### config.mk
export PLATFORM = sky130hd
export DESIGN_NAME = umi_endpoint
export DESIGN_NICKNAME = d
export VERILOG_FILES = /design/src/rtl/umi_pkg.sv /design/src/rtl/umi_endpoint.sv
export SDC_FILE = /design/constraint.sdc
export NUM_CORES = 1
export LEC_CHECK = 0
export ABC_AREA = 1
export CORE_AREA = 2 2 409 411
export DETAILED_ROUTE_END_ITERATION = 16
export DIE_AREA = 0 0 411 413
export PLACE_DENSITY_LB_ADDON = 0.08
export SYNTH_ARGS = -nofsm -noshare
export SYNTH_HDL_FRONTEND = slang
export SYNTH_SLANG_ARGS = --single-unit
### constraint.sdc
create_clock -name clk -period 1.9 [get_ports clk]
set_input_delay 0.38 -clock clk [delete_from_list [all_inputs] [get_ports clk]]
set_output_delay 0.38 -clock clk [all_outputs]
set_load 0.01 [all_outputs]
### src/rtl/umi_pkg.sv
// Shared definitions for the UMI device-side endpoint.
//   - UMI opcodes, taken from cmd[3:0]
//   - endpoint FSM state encoding
//   - opcode helpers: which request opcodes are supported, and the
//     response opcode that goes with a request
package umi_pkg;

   localparam logic [3:0] READ         = 4'h1;
   localparam logic [3:0] WRITE_POSTED = 4'h2;
   localparam logic [3:0] WRITE_ACK    = 4'h3;
   localparam logic [3:0] RESP_READ    = 4'h8;
   localparam logic [3:0] RESP_WRITE   = 4'h9;

   typedef enum logic [1:0] {
      IDLE   = 2'd0,
      ACCESS = 2'd1,
      RDWAIT = 2'd2,
      RESP   = 2'd3
   } state_t;

   // Only requests are terminated here.  Response opcodes arriving on the
   // request channel are treated as unsupported.
   function automatic logic op_supported(input logic [3:0] op);
      return (op == READ) || (op == WRITE_POSTED) || (op == WRITE_ACK);
   endfunction

   // Response opcode for an accepted request.  The rest of the response
   // command is the request command's upper bits.  The response addresses
   // are the request addresses swapped: dst <- src and src <- dst.
   function automatic logic [3:0] resp_opcode(input logic [3:0] req_op);
      return (req_op == READ) ? RESP_READ : RESP_WRITE;
   endfunction

endpackage

### src/rtl/umi_endpoint.sv
// UMI responder (device side).  It takes one UMI request at a time and
// turns it into a single-beat access on a simple local port.  It returns a
// UMI response for reads and for acknowledged writes.  Requests with an
// unsupported opcode are dropped and counted in err_count, which saturates.
//
// Ports:
//   clk, nreset          clock, synchronous active-low reset
//   udev_req_*           incoming request channel (valid/ready)
//   udev_resp_*          outgoing response channel (valid/ready)
//   loc_*                local register/memory port.  loc_rddata is valid
//                        1 cycle after the loc_read & loc_ready cycle.
//   err_count            saturating count of dropped requests
//
// state  | meaning
// -------+----------------------------------------------------------------
// IDLE   | ready for a request; unsupported opcodes are dropped here
// ACCESS | drive the local strobe until loc_ready
// RDWAIT | capture loc_rddata (always exactly 1 cycle)
// RESP   | hold the registered response until udev_resp_ready
module umi_endpoint
   import umi_pkg::*;
#(
   parameter int AW = 64,
   parameter int CW = 32,
   parameter int UW = 256,
   parameter int DW = 64
)(
   input  logic          clk,
   input  logic          nreset,
   input  logic          udev_req_valid,
   input  logic [CW-1:0] udev_req_cmd,
   input  logic [AW-1:0] udev_req_dst_addr,
   input  logic [AW-1:0] udev_req_src_addr,
   input  logic [UW-1:0] udev_req_payload,
   output logic          udev_req_ready,
   output logic          udev_resp_valid,
   output logic [CW-1:0] udev_resp_cmd,
   output logic [AW-1:0] udev_resp_dst_addr,
   output logic [AW-1:0] udev_resp_src_addr,
   output logic [UW-1:0] udev_resp_payload,
   input  logic          udev_resp_ready,
   output logic [AW-1:0] loc_addr,
   output logic          loc_read,
   output logic          loc_write,
   output logic [DW-1:0] loc_wrdata,
   input  logic [DW-1:0] loc_rddata,
   input  logic          loc_ready,
   output logic [7:0]    err_count
);

   state_t        state;
   state_t        state_nxt;
   logic          running;
   logic          req_ready;
   logic          accept;
   logic [3:0]    op_in;
   logic [3:0]    op_q;
   logic [CW-1:0] cmd_q;
   logic [AW-1:0] dst_q;
   logic [AW-1:0] src_q;
   logic [DW-1:0] wdata_q;
   logic [DW-1:0] rdata_q;
   logic [7:0]    err_q;

   // running holds udev_req_ready low during reset.  It goes high the
   // first cycle after reset is released.
   assign req_ready      = (state == IDLE) && running;
   assign udev_req_ready = req_ready;
   assign accept         = udev_req_valid && req_ready;
   assign op_in          = udev_req_cmd[3:0];
   assign op_q           = cmd_q[3:0];
   assign err_count      = err_q;

   generate
      if (DW < UW) begin : g_payload_trim
         logic unused_payload_hi;
         assign unused_payload_hi = ^udev_req_payload[UW-1:DW];
      end
   endgenerate

   always_ff @(posedge clk) begin
      if (!nreset) begin
         state   <= IDLE;
         running <= 1'b0;
         cmd_q   <= '0;
         dst_q   <= '0;
         src_q   <= '0;
         wdata_q <= '0;
         rdata_q <= '0;
         err_q   <= '0;
      end else begin
         state   <= state_nxt;
         running <= 1'b1;
         if (accept && op_supported(op_in)) begin
            cmd_q   <= udev_req_cmd;
            dst_q   <= udev_req_dst_addr;
            src_q   <= udev_req_src_addr;
            wdata_q <= udev_req_payload[DW-1:0];
            // Cleared here so that a write ack returns a zero payload.
            rdata_q <= '0;
         end
         if (state == RDWAIT) begin
            rdata_q <= loc_rddata;
         end
         if (accept && !op_supported(op_in) && (err_q != 8'hFF)) begin
            err_q <= err_q + 8'd1;
         end
      end
   end

   always_comb begin
      state_nxt          = state;
      loc_addr           = '0;
      loc_read           = 1'b0;
      loc_write          = 1'b0;
      loc_wrdata         = '0;
      udev_resp_valid    = 1'b0;
      udev_resp_cmd      = '0;
      udev_resp_dst_addr = '0;
      udev_resp_src_addr = '0;
      udev_resp_payload  = '0;
      case (state)
         IDLE: begin
            if (accept && op_supported(op_in)) begin
               state_nxt = ACCESS;
            end
         end
         ACCESS: begin
            loc_addr   = dst_q;
            loc_wrdata = wdata_q;
            loc_read   = (op_q == READ);
            loc_write  = (op_q != READ);
            if (loc_ready) begin
               if (op_q == READ) begin
                  state_nxt = RDWAIT;
               end else if (op_q == WRITE_ACK) begin
                  state_nxt = RESP;
               end else begin
                  state_nxt = IDLE;
               end
            end
         end
         RDWAIT: begin
            state_nxt = RESP;
         end
         RESP: begin
            udev_resp_valid                = 1'b1;
            udev_resp_cmd                  = {cmd_q[CW-1:4], resp_opcode(op_q)};
            udev_resp_dst_addr             = src_q;
            udev_resp_src_addr             = dst_q;
            udev_resp_payload[DW-1:0]      = rdata_q;
            if (udev_resp_ready) begin
               state_nxt = IDLE;
            end
         end
         default: begin
            state_nxt = IDLE;
         end
      endcase
   end

endmodule

=== Word level (Yosys, flattened, before mapping) ===
Index checks and enable logic that the tools add are counted.

* Bits in registers: 299
* Latch bits: 0
* Memory bits (writable): 0
* Bits in read-only memories: 0
* Input port bits: 485
* Output and inout bits: 556
* Logic and storage cells: 52
* Memories: 0

* Add/sub/neg operators: 1
* Multiply operators: 0
* Divide/modulo/power cells: 0
* Magnitude comparators: 0
* Equality and inequality tests: 13
* Shifts and indexed selects: 0
* Muxes and demuxes: 19
* Bitwise gates (word level): 0
* Reduce and logical (&&, ||, !) cells: 11

{| class="wikitable"
|+ Operators with widths
! kind !! count
|-
| 64-bit two-way mux || 7
|-
| 32-bit two-way mux || 1
|-
| 4-bit by 2-bit == test with 1-bit output (second input constant) || 3
|-
| 2-bit two-way mux || 5
|-
| 8-bit by 1-bit adder with 8-bit output (second input constant) || 1
|-
| 4-bit by 1-bit == test with 1-bit output (second input constant) || 2
|-
| 8-bit != test (second input constant) || 1
|-
| 2-bit case mux with 4 select lines || 1
|-
| 1-bit logical AND || 5
|-
| 1-bit two-way mux || 5
|-
| 2-bit == test (second input constant) || 2
|-
| 2-bit != test (second input constant) || 2
|-
| 4-bit by 1-bit != test with 1-bit output (second input constant) || 1
|-
| 3-bit AND reduction || 1
|-
| 2-bit by 1-bit == test with 1-bit output (second input constant) || 1
|-
| 2-bit zero test || 1
|-
| 1-bit logical OR || 2
|-
| 2-bit by 1-bit != test with 1-bit output (second input constant) || 1
|-
| 2-bit nonzero test || 1
|-
| 1-bit zero test || 1
|}

=== Logic depth before layout (Yosys ltp) ===
* Word-level depth: 6
* Gate-level depth with buffers: 9

=== Least setup slack after synthesis ===
OpenSTA, ideal clock, no wires.

* Path kind: reg-to-output
* From: register state[0]
* To: output port udev_resp_cmd[3]
* Data arrival time: 1331 ps
* Path slack: 189 ps
* Stages on the path, launching flop included: 6
* Buffers on the path: 3
* Path through: dfxtp_1 -> nand2_1 -> clkbuf_1 -> clkbuf_1 -> inv_1 -> buf_4

* Longest elaborated chain between the ends: 2

{| class="wikitable"
|+ RTL lines
! item !! line !! text
|-
| start, declared || umi_endpoint.sv:51 || <nowiki>state_t state;</nowiki>
|-
| start signal, assigned || umi_endpoint.sv:92 || <nowiki>state <= state_nxt;</nowiki>
|-
| 2-bit == test || umi_endpoint.sv:122 || <nowiki>case (state)</nowiki>
|-
| 32-bit two-way mux || umi_endpoint.sv:122 ||
|-
| end, declared || umi_endpoint.sv:37 || <nowiki>output logic [CW-1:0] udev_resp_cmd,</nowiki>
|}

Every way passes these cells.

=== Worst setup path after layout ===
* From: register state[0]
* To: output port loc_wrdata[13]

* Longest elaborated chain between the ends: 2

{| class="wikitable"
|+ RTL lines
! item !! line !! text
|-
| 2-bit by 1-bit == test with 1-bit output || umi_endpoint.sv:122 ||
|-
| 64-bit two-way mux || umi_endpoint.sv:122 ||
|-
| end, declared || umi_endpoint.sv:45 || <nowiki>output logic [DW-1:0] loc_wrdata,</nowiki>
|}

Every way passes these cells.

==> flow_metrics.tcl <==
set metrics [dict create \
    leakage_nw 9.98 \
    initial_core_util_pct 8.40 \
    hpwl_um 63300 \
    r2r_cells 9 \
    fp.dieW_um 411 \
    slowest_delay_ns 0.39 \
    routed_wl_um 86000 \
    hp-class "primary input to register" \
    core_area_um2 166000 \
    cts.clk_slew.worst_paths_ns 0.06 \
    finalWorstSetupSlack_ns -0.442 \
    core.rowCount 150 \
    hold_violations 0 \
    grt_max_degree 55 \
    nets 3265 \
    cts_hold_buffers 0 \
    power_density_nw_per_um2 647 \
    cts_made_buffers 48 \
    status "finished with violations" \
    io_buffers 654 \
    max_freq_mhz 427 \
    cts.sinks 299 \
    fin_crit_sh_pct 123 \
    clk_latency_ns 0.61 \
    wl_per_cell_um 17.1 \
    seq_area_frac_synth_pct 43.0 \
    area.sequential_um2 5990 \
    drv_slew 0 \
    htreeDepth 2 \
    critPathKind "register to primary output" \
    reg2reg_to "dst_q[51]" \
    drc 0 \
    total_power_mw 17.3 \
    hold_slack_ns 0.161 \
    multi_input_area_um2 6630 \
    die_y_um 413 \
    vdd_ir_drop_max_uv 445 \
    path_cells "inv_4, nor2_4, buf_6, inv_16, buf_6, clkbuf_16, buf_8, nor2_1, buf_2" \
    cp_max_fo 6 \
    hold_path_depth 3 \
    finalSetupViolCount 361 \
    final.setup_skew_ns 0.0175 \
    gp_congestion 0.702 \
    synth_cells 1990 \
    grt_pass1_wl_um 113000 \
    wl_met1_um 34500 \
    dr.first_iter.drc_count 465 \
    dieArea_um2 170000 \
    final_layout_size_suffix_gt1_share_pct 28.0 \
    io_pins 1041 \
    r2r_slack_ns 0.13 \
    cap_viol_max_count 0 \
    cts_tree "built" \
    synthToLayoutAreaGrowth_pct 92.4 \
    routed-wl-met3_um 8730 \
    cp_common_cell "buf_6" \
    path_delay_family "buffers and inverters" \
    crit_arrival_ns 1.96 \
    hold_end "dst_q[55]" \
    violations "negative setup slack" \
    vias 14697 \
    ctsLongestPathBuffers 3 \
    worst-path-stages 9 \
    root_buffer "clkbuf_16" \
    synth-seq-cells 299 \
    gr-total-overflow 0 \
    critPathLaunchType "register" \
    hold_start "nreset" \
    synth_warnings 0 \
    critPathBufInv 7 \
    dr.pass1.iters 4 \
    top_layer "met5" \
    ant_nets 0 \
    synth_cell_types 23 \
    grt_usage_pct 9.29 \
    rsz0062_at_grt "true" \
    slowest_stage "dfxtp_4" \
    vias_per_cell 2.92 \
    cp.required_ns 1.52 \
    grt_pass1_vias 14311 \
    fin_crit_ns 2.34 \
    fillerInstances 19088 \
    antenna_found_initial 34 \
    syn_avg_cell_area_um2 7.00 \
    netlist_area_um2 13900 \
    setup.worst_path.end_class "primary output" \
    wl_met2_um 40600 \
]
report_power, final:
part           total, mW  internal (mW)  switching [mW]
registers           6.47           6.43          0.0393
logic               1.80          0.878           0.917
clock network       9.08           5.44            3.64
what timing repair did:
action / 4_1_cts / 5_1_grt
gates resized for setup: 723 / 1100
pin swaps: 1 / 5
setup buffers: 1 / 53
endpoints found under the setup margin: 362 / 374
cloned: 3 / 20
cell type report:
| cell class | count | share of cell area (%) |
|---|---|---|
| Tap cell | 2204 | 10.3 |
| Clock buffer | 79 | 5.55 |
| Sequential cell | 299 | 22.4 |
| Timing Repair Buffer | 873 | 32.4 |
| Inverter | 304 | 4.35 |
| Antenna cell | 5 | 0.0467 |
| Multi-Input combinational cell | 1253 | 24.7 |
| Clock inverter | 8 | 0.285 |
placed cells by master, fill, tap and decap left out, types with 3 or more instances in the layout:
cell type	synthesis	final
a21oi_1	294	294
xor2_1	3	3
inv_1	302	299
clkbuf_16	0	65
conb_1	1	194
nor2_2	2	58
buf_2	9	114
clkbuf_8	0	15
clkinv_2	0	4
nand2_1	155	153
o21ai_0	225	225
buf_8	0	9
diode_2	0	5
clkdlybuf4s50_1	0	299
buf_16	0	8
dlygate4sd2_1	0	66
nand3_1	8	8
dfxtp_1	299	297
nor2_4	1	140
buf_12	0	41
buf_6	19	153
buf_4	195	165
nor2_1	364	169
clkbuf_1	100	15
worst reg2reg max path: stages, from the launching register on:
cell and delay, ns:
dfxtp_4 0.36, buf_4 0.14, nor2_4 0.11, nand3_2 0.10, nor2_4 0.17, inv_8 0.12, buf_4 0.28, buf_4 0.15
o21ai_0 0.16, a21oi_1 0.05
how the worst max path moves through the flow:
stage | startpoint | slack, ns | endpoint
4_1_cts | state[0] | -0.61 | loc_addr[5]
3_3_place_gp | state[0] | -0.47 | loc_wrdata[56]
5_1_grt | state[0] | -0.59 | loc_wrdata[13]
3_5_place_dp | state[0] | -0.43 | loc_addr[53]
2_1_floorplan | state[0] | 0.19 | udev_resp_cmd[3]
6_report | state[0] | -0.44 | loc_wrdata[13]
synth_stat cells:
cell type	instances	area [um^2]
xor2_1	3	26.3
dfxtp_1	299	5990
nor2_4	1	11.3
o21bai_1	1	7.51
a21oi_1	294	1470
nand3b_1	1	7.51
xnor2_1	1	8.76
buf_1	4	15.0
nand3_2	1	10.0
buf_4	195	1460
ha_1	1	12.5
buf_2	9	45.0
nor2_1	364	1370
nand3_1	8	40.0
clkbuf_1	100	375
buf_6	19	214
nor2_2	2	12.5
inv_2	2	7.51
inv_1	302	1130
nor3_1	2	10.0
nand2_1	155	582
conb_1	1	3.75
o21ai_0	225	1130
per-layer routing:
layer / track usage [%] / vias to the layer above
met1: 10.6 / 6616
met3: 4.57 / 123
met2: 15.3 / 534
li1: - / 7368
met4: 2.48 / 56
met5: 0 / -
through the flow:
stage	TNS, ns	instance area [um^2]	setup slack, ns	util [%]	std cells
after floorplan	0	14700	0.189	-	2183
after global placement	-145.86	23300	-0.473	14.1	4857
after detailed placement	-138.19	23300	-0.433	14.1	4857
after CTS	-169.56	24500	-0.610	14.8	4948
after global routing	-161.46	26800	-0.591	16.2	5020
final	-113.64	26800	-0.442	16.2	5025
sequential cells by signal, indices dropped and copies added, names as in the netlist, named ones only:
name	cells
dst_q	64
rdata_q	64
wdata_q	64
running	1
src_q	64
err_count	8
cmd_q	32
state	1
kinds of logic (layout without fill, tap and decap cells):
logic type               after synthesis  after routing  share of synthesized area (%)
AND/OR/NAND/NOR                      534            534                           14.6
XOR/XNOR                               4              4                          0.251
buffers and inverters                631           1264                           23.4
adder cells (fa/ha/maj)                1              1                         0.0898
flip-flops                           299            299                           43.0
other                                  1            199                         0.0269
AO/OA/AOI/OAI                        520            520                           18.7
No activity file was read; power rests on OpenSTA's default activity.
